--- src/rtl/apb_ib_cmd_master_pkg.sv ---
// Shared definitions for the input-buffer-port APB command master:
// responder register map, master FSM encoding and command record sizing.
package apb_ib_cmd_master_pkg;

   // Input buffer port APB register map (byte addresses, shared with the responder)
   localparam logic [5:0] REG_TOKEN_CFG    = 6'h00;
   localparam logic [5:0] REG_PROG_CFG     = 6'h04;
   localparam logic [5:0] REG_PKT_TOKEN_ID = 6'h10;
   localparam logic [5:0] REG_PKT_CTRL     = 6'h14;
   localparam logic [5:0] REG_PKT_WDATA    = 6'h20;
   localparam logic [5:0] REG_PKT_STATUS   = 6'h24;
   localparam logic [5:0] REG_OPU_INDEX    = 6'h30;
   localparam logic [5:0] REG_OPU_PAYLOAD  = 6'h34;
   localparam logic [5:0] REG_OPU_RELEASE  = 6'h38;
   localparam logic [5:0] REG_OPU_STATUS   = 6'h3C;

   // Master FSM encoding
   typedef logic [1:0] fsm_state_t;
   localparam logic [1:0] ST_IDLE   = 2'd0;
   localparam logic [1:0] ST_SETUP  = 2'd1;
   localparam logic [1:0] ST_ACCESS = 2'd2;
   localparam logic [1:0] ST_RESP   = 2'd3;

   // Command record layout is {addr, write, wdata}
   function automatic int cmd_rec_w(input int aw, input int dw);
      return aw + 1 + dw;
   endfunction

endpackage

--- src/rtl/apb_mst_cmd_fifo.sv ---
// Small synchronous command FIFO. The head entry is presented combinationally
// so the master can load it straight into its APB output registers on pop.
// A push while full is accepted only when a pop happens in the same cycle.
module apb_mst_cmd_fifo #(
   parameter int DW    = 39,
   parameter int DEPTH = 4
)(
   input  logic                     clk_i,
   input  logic                     rst_n_i,
   input  logic                     push_i,
   input  logic [DW-1:0]            wdata_i,
   input  logic                     pop_i,
   output logic [DW-1:0]            rdata_o,
   output logic                     full_o,
   output logic                     empty_o,
   output logic [$clog2(DEPTH):0]   count_o
);
   localparam int PW = $clog2(DEPTH);

   logic [DW-1:0] mem [DEPTH];
   logic [PW-1:0] wr_ptr_reg;
   logic [PW-1:0] rd_ptr_reg;
   logic [PW:0]   count_reg;
   logic          do_push;
   logic          do_pop;

   assign full_o  = (count_reg == (PW+1)'(DEPTH));
   assign empty_o = (count_reg == '0);
   assign count_o = count_reg;
   assign rdata_o = mem[rd_ptr_reg];
   assign do_pop  = pop_i && !empty_o;
   assign do_push = push_i && (!full_o || do_pop);

   // Storage write; no reset needed on the data array
   always_ff @(posedge clk_i) begin
      if (do_push) mem[wr_ptr_reg] <= wdata_i;
   end

   // Pointers wrap naturally because DEPTH is a power of two
   always_ff @(posedge clk_i or negedge rst_n_i) begin
      if (!rst_n_i) begin
         wr_ptr_reg <= '0;
         rd_ptr_reg <= '0;
         count_reg  <= '0;
      end else begin
         if (do_push) wr_ptr_reg <= wr_ptr_reg + 1'b1;
         if (do_pop)  rd_ptr_reg <= rd_ptr_reg + 1'b1;
         case ({do_push, do_pop})
            2'b10:   count_reg <= count_reg + 1'b1;
            2'b01:   count_reg <= count_reg - 1'b1;
            default: count_reg <= count_reg;
         endcase
      end
   end

endmodule

--- src/rtl/apb_ib_cmd_master.sv ---
// APB initiator for the input buffer port register file. Commands are queued
// in a FIFO, executed one APB transfer each (setup, access, wait on pready),
// and answered in order over a valid/ready response channel.
// Optional build macro APB_TIMEOUT_EN: bounds the access phase to
// TIMEOUT_CYCLES cycles and flags aborted transfers on rsp_err_o.
module apb_ib_cmd_master
   import apb_ib_cmd_master_pkg::*;
#(
   parameter int BUS_AW         = 6,
   parameter int BUS_DW         = 32,
   parameter int CMD_FIFO_DEPTH = 4,
   parameter int TIMEOUT_CYCLES = 64
)(
   input  logic              clk_i,
   input  logic              rst_n_i,
   input  logic [BUS_AW-1:0] cmd_addr_i,
   input  logic              cmd_write_i,
   input  logic [BUS_DW-1:0] cmd_wdata_i,
   input  logic              cmd_vld_i,
   output logic              cmd_rdy_o,
   output logic [BUS_DW-1:0] rsp_rdata_o,
   output logic              rsp_err_o,
   output logic              rsp_vld_o,
   input  logic              rsp_rdy_i,
   output logic [BUS_AW-1:0] apb_paddr_m,
   output logic              apb_pwrite_m,
   output logic              apb_psel_m,
   output logic              apb_penable_m,
   output logic [BUS_DW-1:0] apb_pwdata_m,
   input  logic [BUS_DW-1:0] apb_prdata_m,
   input  logic              apb_pready_m,
   output logic              busy_o
);
   localparam int CMD_W = cmd_rec_w(BUS_AW, BUS_DW);
   localparam int CNT_W = $clog2(CMD_FIFO_DEPTH) + 1;

   logic [CMD_W-1:0]  fifo_wdata;
   logic [CMD_W-1:0]  fifo_rdata;
   logic              fifo_push;
   logic              fifo_pop;
   logic              fifo_full;
   logic              fifo_empty;
   logic [CNT_W-1:0]  unused_fifo_count;

   fsm_state_t        state_reg;
   logic [BUS_AW-1:0] paddr_reg;
   logic              pwrite_reg;
   logic [BUS_DW-1:0] pwdata_reg;
   logic              psel_reg;
   logic              penable_reg;
   logic [BUS_DW-1:0] rsp_rdata_reg;
   logic              rsp_vld_reg;

   assign fifo_wdata = {cmd_addr_i, cmd_write_i, cmd_wdata_i};
   assign fifo_push  = cmd_vld_i && !fifo_full;
   // A new transfer starts from IDLE, or straight from RESP once the pending response is taken
   assign fifo_pop   = !fifo_empty &&
                       ((state_reg == ST_IDLE) || ((state_reg == ST_RESP) && rsp_rdy_i));

   apb_mst_cmd_fifo #(
      .DW    (CMD_W),
      .DEPTH (CMD_FIFO_DEPTH)
   ) u_cmd_fifo (
      .clk_i   (clk_i),
      .rst_n_i (rst_n_i),
      .push_i  (fifo_push),
      .wdata_i (fifo_wdata),
      .pop_i   (fifo_pop),
      .rdata_o (fifo_rdata),
      .full_o  (fifo_full),
      .empty_o (fifo_empty),
      .count_o (unused_fifo_count)
   );

`ifdef APB_TIMEOUT_EN
   localparam int TMO_W = $clog2(TIMEOUT_CYCLES) + 1;
   logic [TMO_W-1:0] tmo_cnt_reg;
   logic             tmo_hit;
   logic             rsp_err_reg;

   assign tmo_hit   = (state_reg == ST_ACCESS) && (tmo_cnt_reg == TMO_W'(TIMEOUT_CYCLES - 1));
   assign rsp_err_o = rsp_err_reg;

   // Access-phase wait counter: zero outside ACCESS, counts cycles without pready
   always_ff @(posedge clk_i or negedge rst_n_i) begin
      if (!rst_n_i)                    tmo_cnt_reg <= '0;
      else if (state_reg != ST_ACCESS) tmo_cnt_reg <= '0;
      else if (!apb_pready_m)          tmo_cnt_reg <= tmo_cnt_reg + 1'b1;
   end
`else
   logic unused_tmo_cfg;
   assign unused_tmo_cfg = (TIMEOUT_CYCLES != 0);
   assign rsp_err_o      = 1'b0;
`endif

   // Address/direction/data registers load from the FIFO head on every pop and hold otherwise
   always_ff @(posedge clk_i or negedge rst_n_i) begin
      if (!rst_n_i) begin
         paddr_reg  <= '0;
         pwrite_reg <= 1'b0;
         pwdata_reg <= '0;
      end else if (fifo_pop) begin
         paddr_reg  <= fifo_rdata[CMD_W-1 -: BUS_AW];
         pwrite_reg <= fifo_rdata[BUS_DW];
         pwdata_reg <= fifo_rdata[BUS_DW-1:0];
      end
   end

   // Transfer sequencing: IDLE -> SETUP -> ACCESS -> RESP, with RESP chaining into SETUP
   always_ff @(posedge clk_i or negedge rst_n_i) begin
      if (!rst_n_i) begin
         state_reg     <= ST_IDLE;
         psel_reg      <= 1'b0;
         penable_reg   <= 1'b0;
         rsp_vld_reg   <= 1'b0;
         rsp_rdata_reg <= '0;
`ifdef APB_TIMEOUT_EN
         rsp_err_reg   <= 1'b0;
`endif
      end else begin
         case (state_reg)
            ST_IDLE: begin
               if (fifo_pop) begin
                  psel_reg    <= 1'b1;
                  penable_reg <= 1'b0;
                  state_reg   <= ST_SETUP;
               end
            end
            ST_SETUP: begin
               penable_reg <= 1'b1;
               state_reg   <= ST_ACCESS;
            end
            ST_ACCESS: begin
               if (apb_pready_m) begin
                  rsp_rdata_reg <= pwrite_reg ? '0 : apb_prdata_m;
`ifdef APB_TIMEOUT_EN
                  rsp_err_reg   <= 1'b0;
`endif
                  psel_reg      <= 1'b0;
                  penable_reg   <= 1'b0;
                  rsp_vld_reg   <= 1'b1;
                  state_reg     <= ST_RESP;
               end
`ifdef APB_TIMEOUT_EN
               else if (tmo_hit) begin
                  rsp_rdata_reg <= '0;
                  rsp_err_reg   <= 1'b1;
                  psel_reg      <= 1'b0;
                  penable_reg   <= 1'b0;
                  rsp_vld_reg   <= 1'b1;
                  state_reg     <= ST_RESP;
               end
`endif
            end
            ST_RESP: begin
               if (rsp_rdy_i) begin
                  rsp_vld_reg <= 1'b0;
                  if (fifo_pop) begin
                     psel_reg  <= 1'b1;
                     state_reg <= ST_SETUP;
                  end else begin
                     state_reg <= ST_IDLE;
                  end
               end
            end
            default: state_reg <= ST_IDLE;
         endcase
      end
   end

   assign cmd_rdy_o     = !fifo_full;
   assign rsp_rdata_o   = rsp_rdata_reg;
   assign rsp_vld_o     = rsp_vld_reg;
   assign apb_paddr_m   = paddr_reg;
   assign apb_pwrite_m  = pwrite_reg;
   assign apb_psel_m    = psel_reg;
   assign apb_penable_m = penable_reg;
   assign apb_pwdata_m  = pwdata_reg;
   assign busy_o        = (state_reg != ST_IDLE) || !fifo_empty;

endmodule
--- config.mk ---
export PLATFORM = sky130hd
export DESIGN_NAME = apb_ib_cmd_master
export DESIGN_NICKNAME = d
export VERILOG_FILES = /design/src/rtl/apb_ib_cmd_master_pkg.sv /design/src/rtl/apb_mst_cmd_fifo.sv /design/src/rtl/apb_ib_cmd_master.sv
export SDC_FILE = /design/constraint.sdc
export NUM_CORES = 1
export LEC_CHECK = 0
export CAP_MARGIN = 20
export CORE_ASPECT_RATIO = 1.25
export CORE_MARGIN = 4
export CORE_UTILIZATION = 55
export CTS_CLUSTER_DIAMETER = 60
export DETAILED_ROUTE_END_ITERATION = 8
export GPL_TIMING_DRIVEN = 0
export PLACE_DENSITY_LB_ADDON = 0.05
export SYNTH_ARGS = -nofsm -noshare
export SYNTH_HDL_FRONTEND = slang
export SYNTH_SLANG_ARGS = --single-unit
--- constraint.sdc ---
create_clock -name clk_i -period 6 [get_ports clk_i]
set_input_delay 1.2 -clock clk_i [delete_from_list [all_inputs] [get_ports clk_i]]
set_output_delay 1.2 -clock clk_i [all_outputs]
set_load 0.05 [all_outputs]
Word level (Yosys, flattened, before mapping). Memories as Yosys holds them, arrays and structs flattened. A register that Yosys moved wholly into a read port is not among the register bits. Cells that the tools add are included.

$add $sub $neg: 4. Reduce and logical (&&, ||, !) cells: 23. Mux-type cells: 18. Equality and inequality tests: 9.

Operators with widths (count): 32-bit two-way mux (1); 3-bit AND reduction (4); 1-bit two-way mux (9); 2-bit one-hot mux with 4 select lines (1); 2-bit == test (second input constant) (3); 2-bit two-way mux (3); 1-bit one-hot mux with 3 select lines (2); 3-bit one-hot mux with 2 select lines (1); 2-bit nonzero test (3); 3-bit nonzero test (2); 1-bit logical AND (5); 2-bit by 1-bit adder with 2-bit output (second input constant) (2); 2-bit by 1-bit == test with 1-bit output (second input constant) (2); 2-bit inequality test (second input constant) (2); 3-bit by 1-bit adder with 3-bit output (second input constant) (1); 3-bit == test (second input constant) (1); 1-bit logical NOT (3); 3-bit logical NOT (1); 1-bit logical OR (3); 3-bit by 1-bit subtractor with 3-bit output (second input constant) (1); 2-bit logical NOT (1); 2-bit by 1-bit inequality test with 1-bit output (second input constant) (1); 1-bit one-hot mux with 2 select lines (1); 2-bit AND reduction (1).

Logic and storage cells: 63. Memories: 1. Output and inout port bits: 77. RAM bits: 156. Input port bits: 76. Register bits after elaboration: 44.

Memories: u_cmd_fifo.mem (depth 4, bits a word 39, read ports 1, clocked after memory_dff 1, wr ports 1, line apb_mst_cmd_fifo.sv:20) `logic [DW-1:0] mem [DEPTH];`.

Logic depth before layout (Yosys ltp).
Word-level depth: 9. Depth in mapped cells: 11.

Cells and area by module. From an unflattened synthesis, not the netlist that was laid out.

Cells, all modules: 500. Area, all modules: 9213.8 µm².

Modules (own cells, without submodules): apb_mst_cmd_fifo (area an instance 6040.8 µm², times used 1, sequential area each 4859.7 µm², cells an instance 242); apb_ib_cmd_master (area an instance 3173.0 µm², times used 1, sequential area each 1901.8 µm², cells an instance 258).

Worst setup path before layout. No wires, ideal clock.

Kind: input-to-reg. From: input rsp_rdy_i. To: register u_cmd_fifo.count_reg[2], in the netlist u_cmd_fifo.count_o[2]. Arrival time: 2.765 ns. Data required time: 5.921 ns. Path buffers: 1. Setup slack: 3.156 ns. Cell stages on the path: 9. Cells stage by stage: a21oi_1 > nor2_2 > buf_6 > ha_1 > inv_1 > fa_1 > xor2_1 > nor2_1 > xor2_1.

Word-level cells in the longest chain between the ends: 8. Elaborated cells on any way between the ends: 10.

Ends and longest elaborated chain: start, declared (line apb_ib_cmd_master.sv:24) `input logic rsp_rdy_i,`; 1-bit logical AND * (line apb_ib_cmd_master.sv:58) `((state_reg == ST_IDLE) || ((state_reg == ST_RESP) && rsp_rdy_i));`; 1-bit logical OR * (line apb_ib_cmd_master.sv:58); 1-bit logical AND * (line apb_ib_cmd_master.sv:57) `assign fifo_pop = !fifo_empty &&`; via fifo_pop (line apb_ib_cmd_master.sv:40) `logic fifo_pop;`; 1-bit logical AND * (line apb_mst_cmd_fifo.sv:31) `assign do_pop = pop_i && !empty_o;`; 1-bit logical OR (line apb_mst_cmd_fifo.sv:32) `assign do_push = push_i && (!full_o || do_pop);`; 1-bit logical AND (line apb_mst_cmd_fifo.sv:32); 2-bit by 1-bit == test with 1-bit output or 2-bit == test (tied branches) (line apb_mst_cmd_fifo.sv:48) `case ({do_push, do_pop})`; 3-bit one-hot mux with 2 select lines or 2-bit nonzero test (tied branches); end signal, assigned (line apb_mst_cmd_fifo.sv:49) `2'b10: count_reg <= count_reg + 1'b1;`; end signal, assigned (line apb_mst_cmd_fifo.sv:50) `2'b01: count_reg <= count_reg - 1'b1;`; end signal, assigned (line apb_mst_cmd_fifo.sv:51) `default: count_reg <= count_reg;`; end, declared (line apb_mst_cmd_fifo.sv:23) `logic [PW:0] count_reg;`.

Mark *: on every way through the listed nets, which the timed path passes. The rest lies on a longest branch. A chain may end at the register's enable or synchronous reset.

Final worst setup path.
From: register state_reg[0]. To: output busy_o.

Word-level cells in the longest chain between the ends: 2.

Ends and longest elaborated chain: start, declared (line apb_ib_cmd_master.sv:45) `fsm_state_t state_reg;`; start signal, assigned (line apb_ib_cmd_master.sv:112) `state_reg <= ST_IDLE;`; start signal, assigned (line apb_ib_cmd_master.sv:126) `state_reg <= ST_SETUP;`; start signal, assigned (line apb_ib_cmd_master.sv:131) `state_reg <= ST_ACCESS;`; 2-bit nonzero test (line apb_ib_cmd_master.sv:179) `assign busy_o = (state_reg != ST_IDLE) || !fifo_empty;`; 1-bit logical OR (line apb_ib_cmd_master.sv:179); end, declared (line apb_ib_cmd_master.sv:32) `output logic busy_o`.

Every way passes these cells.

==> results.txt <==
The flow ran to the end, and the final reports show no timing, DRC or antenna violations. The finished layout cell area was 0.0118 mm^2; the number of buffers on the longest clock path was 3. Along the worst path, the maximum fanout reaches 5. The logs give 586 for the number of nets produced by synthesis and 3.49% for the met3 demand-to-capacity share in global routing.

The critical path goes through inv_1 -> ha_1 -> nand2_1 -> clkdlybuf4s50_1. The share of synthesized area in the top cell type comes to 51.0%. For the initial antenna violation count, the log shows 0. For the via count of the first global-routing pass, the log shows 5,330.

In this run, the number of DRC markers left after iteration 0 of detailed routing was 331. The register with the most flip-flops in the layout has 156 of them. The tools report the number of endpoints with negative hold slack in the final report as 0.

The worst setup path is launched from a flip-flop. The logs give 0.0111 mm^2 for the placement-stage cell area and 3.17 ns for the worst-case register-to-register setup slack. The synthesized design contains 239 register bits. After synthesis, the share of flip-flops with an asynchronous set or reset is 34.7%.

Setup violations remaining at the end of the flow were counted as 0. The fraction of layout cells with a size suffix above 1 is 19.4%, and the number of buffers inserted during clock tree synthesis is 23. Worst min-delay path startpoint: rsp_rdata_o[12]$_DFFE_PN0P_.

The worst hold path belongs to the class reg2reg. On the worst path, the slowest cell contributes a delay of 0.80 ns. The global-route wire length before repair came out at 28,200 um. Capture instance of the worst register-to-register path: u_cmd_fifo.count_o[2]$_DFFE_PN0P_.

By count the netlist is led by edfxtp_1 (156), dfrtp_1 (83), mux2_2 (39). For the length of the first detailed-routing pass in iterations, the log shows 4. TritonCTS built the clock tree.

edfxtp_1 is the most common cell in the netlist. The tools report the number of distinct library cell variants in the gate-level netlist after synthesis as 30. The tools report the total I/O pin count as 153. The initial utilization of the core area, before any placement, comes to 56.4%. Clock tree synthesis found a total of 239 sinks.

The total overflow left after global routing is 0. Capturing element type of the critical path: an output pin. The met1 layer usage reported by global route was 25.1%. After clock tree synthesis, the clock-pin slew on the worst setup and hold paths is 0.06 ns. Summed over all layers, the routed wires come to 17,700 um. Diode insertion count for antenna repair: 0.

A synthesized cell averages 18.4 um^2. For the pin with the worst max-slew slack, the measured transition is 0.668 ns. For the total vias in the final route, the log shows 4,884.

The worst path uses 56.3% of the clock period. Setup repair after global routing left no endpoint under its margin. For the peak supply drop, the log shows 361 uV. During placement, the flow inserted port buffers numbering 151. Number of max-slew violations in the final report: 0. The tool flagged a number of max-cap violations equal to 0.

Of the synthesized area, sequential elements account for 73.7%. The slowest stage of the critical path is the clkdlybuf4s50_1 cell. In this run, synthesis inferred 156 flip-flops with an integrated enable. Counting flops per register, the top entry is u_cmd_fifo.mem. The core region is 0.0163 mm^2.

The logs give 1 for the H-tree level count and 0 for the number of gates resized after cts. The logs give 0 for the count of hold-fix buffers inserted at cts and 0 for the post-CTS setup-driven buffer insertion count. In the final design database the tool counted 767 nets.

The met2 track demand over resource in global routing is 33.4%. The run gives 0.00918 mm^2 as the summed instance area of the synthesized netlist. X dimension of the die: 124 um. Entering global routing, the biggest net connects 46 pins. For the insertion delay to the later sink of the worst-skew pair, the log shows 0.50 ns. The most common flop cell mapped by yosys was edfxtp_1.

For the worst setup path, the data required time is 4.80 ns. The die covers 0.0188 mm^2. The endpoint of the most critical setup path was busy_o.

Reported leakage power: 0.00433 uW. The wire length per cell after detailed routing came out at 19.4 um. The cell depth of the worst flop-to-flop path was 11. The floorplan has 52 rows.

Headroom to the max-slew limit came out at 55.5%. The most critical setup path has its startpoint at state_reg[0]$_DFFE_PN0P_. In this run the critical register-to-register path is launched from state_reg[0]$_DFFE_PN0P_. The placer congestion estimate came out at 0.749. The average via count per standard cell works out to 5.36. Yosys attributes the largest share of cell area to edfxtp_1 (51%), dfrtp_1 (23%), mux4_2 (9.3%), mux2_2 (4.8%), nand2b_1 (2.2%). Global routing consumed, over all layers together, 19.2% of the routing resources. The setup path with the least slack is of type reg2out. The setup TNS after final layout came out at 0 ns. During synthesis, Yosys emitted a total of 0 warnings. In this run the power density over the cells is 579 mW/mm^2.

The worst clock skew came out at 0.00983 ns. The height of the die works out to 152 um. For the remaining design rule violation count, the log shows 0. Detailed placement ended at an HPWL of 11,600 um.

Of all cell types, the one taking the most synthesized area is edfxtp_1. met2 is the most crowded layer. The maximum clock rate was 296 MHz. The clock root buffer was clkbuf_16. The area growth from synthesis to layout is 28.6%. The count of nets left with antenna violations once routing finished came out at 0.

The logs give 2.18 ns for the data arrival time of the critical path and 498 for the synthesized instance count. The post-route minimum period came out at 3.38 ns.
cell families after synthesis:
kind of cell,count (synthesis),share of synthesized area [%]
flops,239,73.7
simple gates,83,4.70
mux,80,14.7
compound gates,45,2.51
buf+inv,32,2.09
fa+ha+maj,12,1.72
xor+xnor,6,0.573
other cells,1,0.0408
metal layers:
metal | up-vias | share of wire, %
met4 | 0 | 1.7
met1 | 2475 | 40
met2 | 153 | 51
li1 | 2235 | -
met3 | 21 | 6.5
met5 | - | 0
per-stage QoR:
step           setup slack [ns]  power (uW)  hold slack, ns  cells  utilization [%]
6_report                   2.62        6830           0.486    912             72.6
5_1_grt                    2.51        7200           0.510    912             72.6
4_1_cts                    2.60        6920           0.486    912             72.6
3_5_place_dp               2.22        5530           0.473    870             68.1
3_3_place_gp              0.397        5430           0.462    865             67.4
2_1_floorplan              3.16        4550           0.515    498                -
where the power goes:
part / total [uW] / internal, uW / switching [uW]
Clock: 1370 / 803 / 571
Sequential: 2500 / 2280 / 216
Combinational: 2960 / 1230 / 1730
Total: 6830 / 4310 / 2520
area by class of cell:
type | instances | area [um^2]
buffer | 23 | 158
clock inverter | 5 | 27.5
clock buffer | 37 | 703
timing repair buffer | 156 | 1620
fill | 1015 | 4460
tap | 216 | 270
inverter | 9 | 33.8
multi-input combinational | 227 | 2230
sequential | 239 | 6760
worst max-delay path, delay by kind of cell, from the launching register on:
family                   cells  cell delay (ns)
buffers and inverters        2             0.92
AND/OR/NAND/NOR              1             0.09
adder cells (fa/ha/maj)      1             0.28
flip-flops                   1             0.40
worst min-delay path by stage:
stage	to	slack, ns	cells past startpoint
after floorplan	u_cmd_fifo.count_o[2]$_DFFE_PN0P_	0.51	1
after global placement	rsp_rdata_o[6]$_DFFE_PN0P_	0.46	2
after detailed placement	rsp_rdata_o[12]$_DFFE_PN0P_	0.47	2
after CTS	rsp_rdata_o[12]$_DFFE_PN0P_	0.49	2
after global routing	rsp_rdata_o[24]$_DFFE_PN0P_	0.51	2
final	rsp_rdata_o[12]$_DFFE_PN0P_	0.49	2
cells in the final DEF (no fill, tap or decap), types with 3 or more instances in the layout:
cell / instances
xor2_1: 3
dfrtp_1: 83
inv_1: 9
clkdlybuf4s50_1: 150
clkbuf_1: 19
ha_1: 11
a21oi_1: 5
clkbuf_8: 5
buf_12: 4
xnor2_1: 3
mux4_2: 38
clkinv_2: 3
clkbuf_16: 24
and3_2: 4
nand2_1: 37
edfxtp_1: 156
o21ai_0: 38
buf_6: 9
nand2b_1: 32
mux2_2: 39
(Power assumes the default switching activity.)
